[src/rtl/wb_writer.sv]
// wb_writer: register-file write-back arbiter.
// Merges an unstallable-by-default ALU result stream with a queued stream of
// load results into a single registered register-file write port. The ALU has
// priority, but a starvation counter forces queue pops once the ALU has won
// STARVE_LIMIT times in a row while loads are waiting.
//
// Handshake: the load port is valid/ready. A load result transfers on a rising
// edge where load_valid and load_ready are both high. load_valid may be held
// while load_ready is low and the offer simply waits. load_ready depends only on
// registered occupancy, so it never combinationally depends on load_valid. The
// ALU port has no ready; the only back-pressure is stall_alu, and an ALU request
// made while stall_alu is high is lost and recorded in err_drop.
module wb_writer #(
  parameter int DATAWIDTH    = 32,
  parameter int DEPTH        = 4,
  parameter int STARVE_LIMIT = 3
) (
  input  logic                         clk,
  input  logic                         rst_n,
  input  logic                         alu_valid,
  input  logic [4:0]                   alu_rd,
  input  logic [DATAWIDTH-1:0]         alu_data,
  output logic                         stall_alu,
  input  logic                         load_valid,
  output logic                         load_ready,
  input  logic [4:0]                   load_rd,
  input  logic [DATAWIDTH-1:0]         load_data,
  output logic                         write,
  output logic [4:0]                   writeReg,
  output logic [DATAWIDTH-1:0]         writeData,
  output logic [$clog2(DEPTH):0]       pending,
  output logic                         err_drop
);

  localparam int PTR_W = $clog2(DEPTH);
  localparam int CNT_W = PTR_W + 1;
  localparam int STV_W = $clog2(STARVE_LIMIT + 1);

  localparam logic [CNT_W-1:0] FULL_CNT  = CNT_W'(DEPTH);
  localparam logic [STV_W-1:0] STARVE_MAX = STV_W'(STARVE_LIMIT);

  // Which source owns the write port in the current cycle.
  typedef enum logic [1:0] {
    GNT_IDLE = 2'd0,
    GNT_ALU  = 2'd1,
    GNT_Q    = 2'd2
  } gnt_t;

  // Queue storage and bookkeeping.
  logic [4:0]           r_mem_rd   [DEPTH];
  logic [DATAWIDTH-1:0] r_mem_data [DEPTH];
  logic [PTR_W-1:0]     r_wr_ptr;
  logic [PTR_W-1:0]     r_rd_ptr;
  logic [CNT_W-1:0]     r_count;

  // Starvation counter and sticky drop flag.
  logic [STV_W-1:0]     r_starve;
  logic                 r_err_drop;

  // Registered write port.
  logic                 r_write;
  logic [4:0]           r_write_reg;
  logic [DATAWIDTH-1:0] r_write_data;

  // Combinational decode.
  logic                 w_full;
  logic                 w_empty;
  logic                 w_stall;
  logic                 w_alu_req;
  logic                 w_push;
  logic                 w_pop;
  gnt_t                 w_gnt;
  logic [4:0]           w_head_rd;
  logic [DATAWIDTH-1:0] w_head_data;
  logic [CNT_W-1:0]     w_count_nxt;
  logic [STV_W-1:0]     w_starve_nxt;

  // Status flags derived from registered state only.
  always_comb begin
    w_full      = (r_count == FULL_CNT);
    w_empty     = (r_count == '0);
    w_stall     = (r_starve == STARVE_MAX);
    w_alu_req   = alu_valid && (alu_rd != 5'd0);
    w_head_rd   = r_mem_rd[r_rd_ptr];
    w_head_data = r_mem_data[r_rd_ptr];
  end

  // Arbitration: forced pop under stall, else ALU, else queue, else idle.
  always_comb begin
    w_gnt = GNT_IDLE;
    if (w_stall) begin
      // The counter clears whenever the queue is empty, so a stall always has
      // a head to pop; the idle fallback only keeps the ALU locked out.
      w_gnt = w_empty ? GNT_IDLE : GNT_Q;
    end else if (w_alu_req) begin
      w_gnt = GNT_ALU;
    end else if (!w_empty) begin
      w_gnt = GNT_Q;
    end
  end

  // Queue transfer strobes and next occupancy.
  always_comb begin
    w_push      = load_valid && !w_full;
    w_pop       = (w_gnt == GNT_Q);
    w_count_nxt = r_count;
    case ({w_push, w_pop})
      2'b10:   w_count_nxt = r_count + CNT_W'(1);
      2'b01:   w_count_nxt = r_count - CNT_W'(1);
      default: w_count_nxt = r_count;
    endcase
  end

  // Next starvation count: cleared by any pop or an empty queue, otherwise
  // counts ALU wins that left loads waiting, saturating at the limit.
  always_comb begin
    w_starve_nxt = r_starve;
    if (w_pop || w_empty) begin
      w_starve_nxt = '0;
    end else if ((w_gnt == GNT_ALU) && (r_starve != STARVE_MAX)) begin
      w_starve_nxt = r_starve + STV_W'(1);
    end
  end

  // Queue payload storage; contents need no reset because occupancy gates use.
  always_ff @(posedge clk) begin
    if (w_push) begin
      r_mem_rd[r_wr_ptr]   <= load_rd;
      r_mem_data[r_wr_ptr] <= load_data;
    end
  end

  // Queue pointers and occupancy; pointers wrap naturally at DEPTH.
  always_ff @(posedge clk or negedge rst_n) begin
    if (!rst_n) begin
      r_wr_ptr <= '0;
      r_rd_ptr <= '0;
      r_count  <= '0;
    end else begin
      if (w_push) r_wr_ptr <= r_wr_ptr + PTR_W'(1);
      if (w_pop)  r_rd_ptr <= r_rd_ptr + PTR_W'(1);
      r_count <= w_count_nxt;
    end
  end

  // Starvation counter and sticky record of ALU results lost to a stall.
  always_ff @(posedge clk or negedge rst_n) begin
    if (!rst_n) begin
      r_starve   <= '0;
      r_err_drop <= 1'b0;
    end else begin
      r_starve <= w_starve_nxt;
      if (w_stall && w_alu_req) r_err_drop <= 1'b1;
    end
  end

  // Registered write port; address/data hold unless a real write happens.
  always_ff @(posedge clk or negedge rst_n) begin
    if (!rst_n) begin
      r_write      <= 1'b0;
      r_write_reg  <= '0;
      r_write_data <= '0;
    end else begin
      case (w_gnt)
        GNT_ALU: begin
          r_write      <= 1'b1;
          r_write_reg  <= alu_rd;
          r_write_data <= alu_data;
        end
        GNT_Q: begin
          // A load targeting x0 is drained without touching the register file.
          r_write <= (w_head_rd != 5'd0);
          if (w_head_rd != 5'd0) begin
            r_write_reg  <= w_head_rd;
            r_write_data <= w_head_data;
          end
        end
        default: r_write <= 1'b0;
      endcase
    end
  end

  // Output mapping.
  always_comb begin
    stall_alu  = w_stall;
    load_ready = !w_full;
    write      = r_write;
    writeReg   = r_write_reg;
    writeData  = r_write_data;
    pending    = r_count;
    err_drop   = r_err_drop;
  end

endmodule

[config.mk]
export PLATFORM = sky130hd
export DESIGN_NAME = wb_writer
export DESIGN_NICKNAME = d
export VERILOG_FILES = /design/src/rtl/wb_writer.sv
export SDC_FILE = /design/constraint.sdc
export NUM_CORES = 1
export LEC_CHECK = 0
export CELL_PAD_IN_SITES_DETAIL_PLACEMENT = 0
export CELL_PAD_IN_SITES_GLOBAL_PLACEMENT = 2
export CORE_MARGIN = 4
export CORE_UTILIZATION = 44
export DETAILED_ROUTE_END_ITERATION = 6
export HOLD_SLACK_MARGIN = 0.02
export PLACE_DENSITY_LB_ADDON = 0.12
export RECOVER_POWER = 50
export SLEW_MARGIN = 30
export SYNTH_ARGS = -nofsm -noshare
export SYNTH_HDL_FRONTEND = slang
export SYNTH_SLANG_ARGS = --single-unit
[constraint.sdc]
create_clock -name clk -period 4.5 [get_ports clk]
set_clock_uncertainty 0.05 [all_clocks]
set_input_delay 0.675 -clock clk [delete_from_list [all_inputs] [get_ports clk]]
set_output_delay 0.675 -clock clk [all_outputs]
set_load 0.01 [all_outputs]
==> impl_metrics.yaml <==
outcome:
  outcome: "finished, violations left"
  violated_checks: "max-capacitance violations, max-slew violations"
cells_and_area:
  flow.area_growth_from_synthesis_pct: 26.5
  finish.net_count: 586
  post_route_cells_drive_above_1_share_pct: 27.0
worst_setup_path:
  worst-endpoint-required_ns: 4.76
  cp-start-kind: "input pin"
  worst-path-max-fanout: 29
  crit_path_end_kind: "flop"
  worstSetupPathType: "input pin to flop"
  critical_path_arrival_ns: 3.34
synthesis:
  netlist-cell-type-count: 31
  ys_top_cells_by_count: "sky130_fd_sc_hd__edfxtp_1 (148), sky130_fd_sc_hd__mux2_2 (50), sky130_fd_sc_hd__dfrtp_1 (48)"
  cell_area_after_synthesis_um2: 7790
  synth-seq-area-share_pct: 72.5
  synth_most_common_cell: "sky130_fd_sc_hd__edfxtp_1"
  yosys-top-cells-area: "sky130_fd_sc_hd__edfxtp_1 (57%), sky130_fd_sc_hd__dfrtp_1 (15%), sky130_fd_sc_hd__mux4_2 (10%)"
  post_synth_inst_count: 374
  yosys_warnings: 0
  number_of_enable_flip_flop_cells_after_synthesis: 148
  post-synth-top-area-fraction_pct: 57.1
  ys.flop_type: "sky130_fd_sc_hd__edfxtp_1"
  post_synth.cell_area_avg_um2: 20.8
  synth_seq_cells: 196
  postSynth.asyncResetShare_pct: 24.5
  synth.largest_area_cell: "sky130_fd_sc_hd__edfxtp_1"
  nets_in_the_synthesized_netlist: 459
route:
  num_vias: 3840
  via_per_inst: 5.18
  drt-wirelength-per-cell_um: 19.6
  postRouteWirelength_um: 14600
  detailedRoute.firstPassIterationCount: 4
  route.detailed.drc: 0
  antenna_left: 0
  drt_iter0_markers: 159
clocking:
  tritoncts_num_sinks: 196
  worst_setup_hold_path_clk_slew_ns: 0.07
  cts_buffer_depth: 2
  ctsHtreeMaxLevel: 4
  cts_hold_repair.buffers: 0
  cts_inserted_buffers: 17
  worst_skew_late_latency_ns: 0.42
  cts_repair_resize_count: 0
  cts_setup_buffers: 0
  clockRootBuffer: "sky130_fd_sc_hd__clkbuf_16"
  cts_tree: "done"
power:
  static-leakage-power_uw: 0.00352
  vdd.ir_drop.worst_v: 0.000286
  power.density_cell_area_nw_per_um2: 646
  finalPower_uw: 6360
sta:
  final_min_period_over_clock_period_pct: 68.6
  timing.final.max_slew_violations: 76
  achievable-frequency_mhz: 324
  timing.final.setup_violations: 0
  relSlewSlack_pct: -34.2
  report.final.hold_viol_count: 0
  grt_setup_unrepaired: "no"
  finalWorstPathRequiredPeriod_ns: 3.09
  worstMarginPinSlew_ns: 2.01
  totalNegativeSetupSlack_ns: 0
placement:
  finalWeightedCongestion: 0.714
  numPortBuffers: 121
  dp_hpwl_um: 8930
grt:
  via_count_of_the_first_global_routing_pass: 4251
  pin_count_of_the_biggest_net_entering_global_routing: 49
  number_of_antenna_violations_at_the_first_check_in_global_routing: 5
  grt_overflow_total: 0
  grt_util_all_layers_pct: 15.5
  grt_first_pass_wirelength_um: 23200
job:
  cap_viol_max_count: 2
floorplan:
  initial_utilization_pct: 45.0
  die_w_um: 141
  floorplan.die_area_um2: 19900
  ios: 122
  die_y_um: 141
  floorplan.rows: 48
  core_um2: 17300
min_path:
  timing.hold.worst.class: "input pin to asynchronous set/reset pin"
-- through the flow --
| stage | setup WS, ns | util, % | hold WS [ns] | instances | instance area (um^2) |
|---|---|---|---|---|---|
| after global routing | 1.30 | 57.0 | 0.385 | 742 | 9850 |
| after global placement | 1.11 | 53.3 | 0.380 | 707 | 9220 |
| after detailed placement | 1.07 | 53.4 | 0.396 | 707 | 9230 |
| after CTS | 1.53 | 57.0 | 0.342 | 739 | 9860 |
| final | 1.41 | 57.0 | 0.329 | 742 | 9850 |
| after floorplan | 1.76 | - | 0.329 | 374 | 7790 |
-- logic make-up (layout without fill, tap and decap cells) --
| group | Yosys count | in the layout | share of synthesized area [%] |
|---|---|---|---|
| flip-flops | 196 | 196 | 72.5 |
| multiplexers | 107 | 107 | 21.5 |
| buffers and inverters | 24 | 164 | 1.62 |
| AND/OR/NAND/NOR | 21 | 21 | 1.54 |
| AO/OA/AOI/OAI | 13 | 13 | 0.932 |
| adder cells (fa/ha/maj) | 7 | 7 | 1.22 |
| XOR/XNOR | 6 | 6 | 0.675 |
| other | 0 | 3 | 0 |
-- power by group --
| part | switching (uW) | internal [uW] | leakage [uW] |
|---|---|---|---|
| Clock | 618 | 980 | 0.000305 |
| Sequential | 237 | 2480 | 0.00191 |
| Combinational | 867 | 1190 | 0.00130 |
| Total | 1720 | 4640 | 0.00352 |
-- final cells by class --
type | count | area [um^2]
tap | 225 | 282
fill | 1326 | 7440
multi-input combinational | 154 | 2030
antenna | 3 | 7.51
inverter | 7 | 26.3
clock buffer | 20 | 437
clock inverter | 12 | 185
timing repair buffer | 125 | 1240
sequential | 196 | 5650
-- registers in the layout (all words and copies together), names as in the netlist --
signal / flops
err_drop: 1
pending: 3
r_mem_data: 128
r_mem_rd: 20
r_rd_ptr: 2
r_starve: 2
r_wr_ptr: 2
write: 1
writeData: 32
writeReg: 5
-- critical path, cell delays in order --
cell and delay [ns]:
sky130_fd_sc_hd__dlygate4sd3_1 0.56, sky130_fd_sc_hd__nor3_1 0.30, sky130_fd_sc_hd__a211o_1 0.26, sky130_fd_sc_hd__nor2b_4 0.39, sky130_fd_sc_hd__buf_4 0.49, sky130_fd_sc_hd__mux2_2 0.39
sky130_fd_sc_hd__mux2_2 0.26
-- worst paths after layout --
| kind | start | end | slack, ns | cells after the start |
|---|---|---|---|---|
| min in group clk | r_starve[0]$_DFFE_PN0P_ | r_starve[0]$_DFFE_PN0P_ | 0.40 | 1 |
| worst min-delay path | rst_n | writeData[15]$_DFFE_PN0P_ | 0.33 | 2 |
| worst max-delay path | alu_rd[3] | writeData[0]$_DFFE_PN0P_ | 1.41 | 7 |
| max in group asynchronous | rst_n | r_rd_ptr[0]$_DFFE_PN0N_ | 3.58 | 2 |
| worst max register to register | r_rd_ptr[0]$_DFFE_PN0N_ | writeData[3]$_DFFE_PN0P_ | 1.61 | 5 |
| worst min register to register | r_starve[0]$_DFFE_PN0P_ | r_starve[0]$_DFFE_PN0P_ | 0.40 | 1 |
-- routing by layer --
metal / share of wire (%) / routed length, um / vias up / track usage, %
li1: - / - / 1746 / -
met1: 43 / 6260 / 1979 / 19.2
met2: 51 / 7420 / 85 / 26.1
met3: 4.3 / 631 / 26 / 4.17
met4: 1.5 / 216 / 4 / 5.76
met5: 0.14 / 20 / - / 0
-- layout by cell type, fill, tap and decap left out, types with 2 or more instances in the layout --
master	synthesis	routed
sky130_fd_sc_hd__nand2_1	4	4
sky130_fd_sc_hd__mux2i_1	6	6
sky130_fd_sc_hd__xor2_1	3	3
sky130_fd_sc_hd__clkbuf_1	7	3
sky130_fd_sc_hd__clkinv_2	0	3
sky130_fd_sc_hd__xnor2_1	3	3
sky130_fd_sc_hd__edfxtp_1	148	148
sky130_fd_sc_hd__bufinv_16	0	5
sky130_fd_sc_hd__nor2_1	3	3
sky130_fd_sc_hd__inv_1	7	7
sky130_fd_sc_hd__dfrtp_1	48	46
sky130_fd_sc_hd__mux4_2	35	35
sky130_fd_sc_hd__buf_4	0	4
sky130_fd_sc_hd__clkdlybuf4s50_1	0	81
sky130_fd_sc_hd__ha_1	6	6
sky130_fd_sc_hd__clkinv_1	0	3
sky130_fd_sc_hd__mux2_2	50	50
sky130_fd_sc_hd__clkbuf_16	0	17
sky130_fd_sc_hd__a21oi_1	10	10
sky130_fd_sc_hd__nor3_1	3	3
sky130_fd_sc_hd__and3_1	4	2
sky130_fd_sc_hd__dfrtp_2	0	2
sky130_fd_sc_hd__and3_4	0	2
sky130_fd_sc_hd__diode_2	0	3
sky130_fd_sc_hd__dlygate4sd3_1	0	39
sky130_fd_sc_hd__mux4_1	2	2
sky130_fd_sc_hd__mux2_4	14	14
Power figures use the tool's default switching activity.
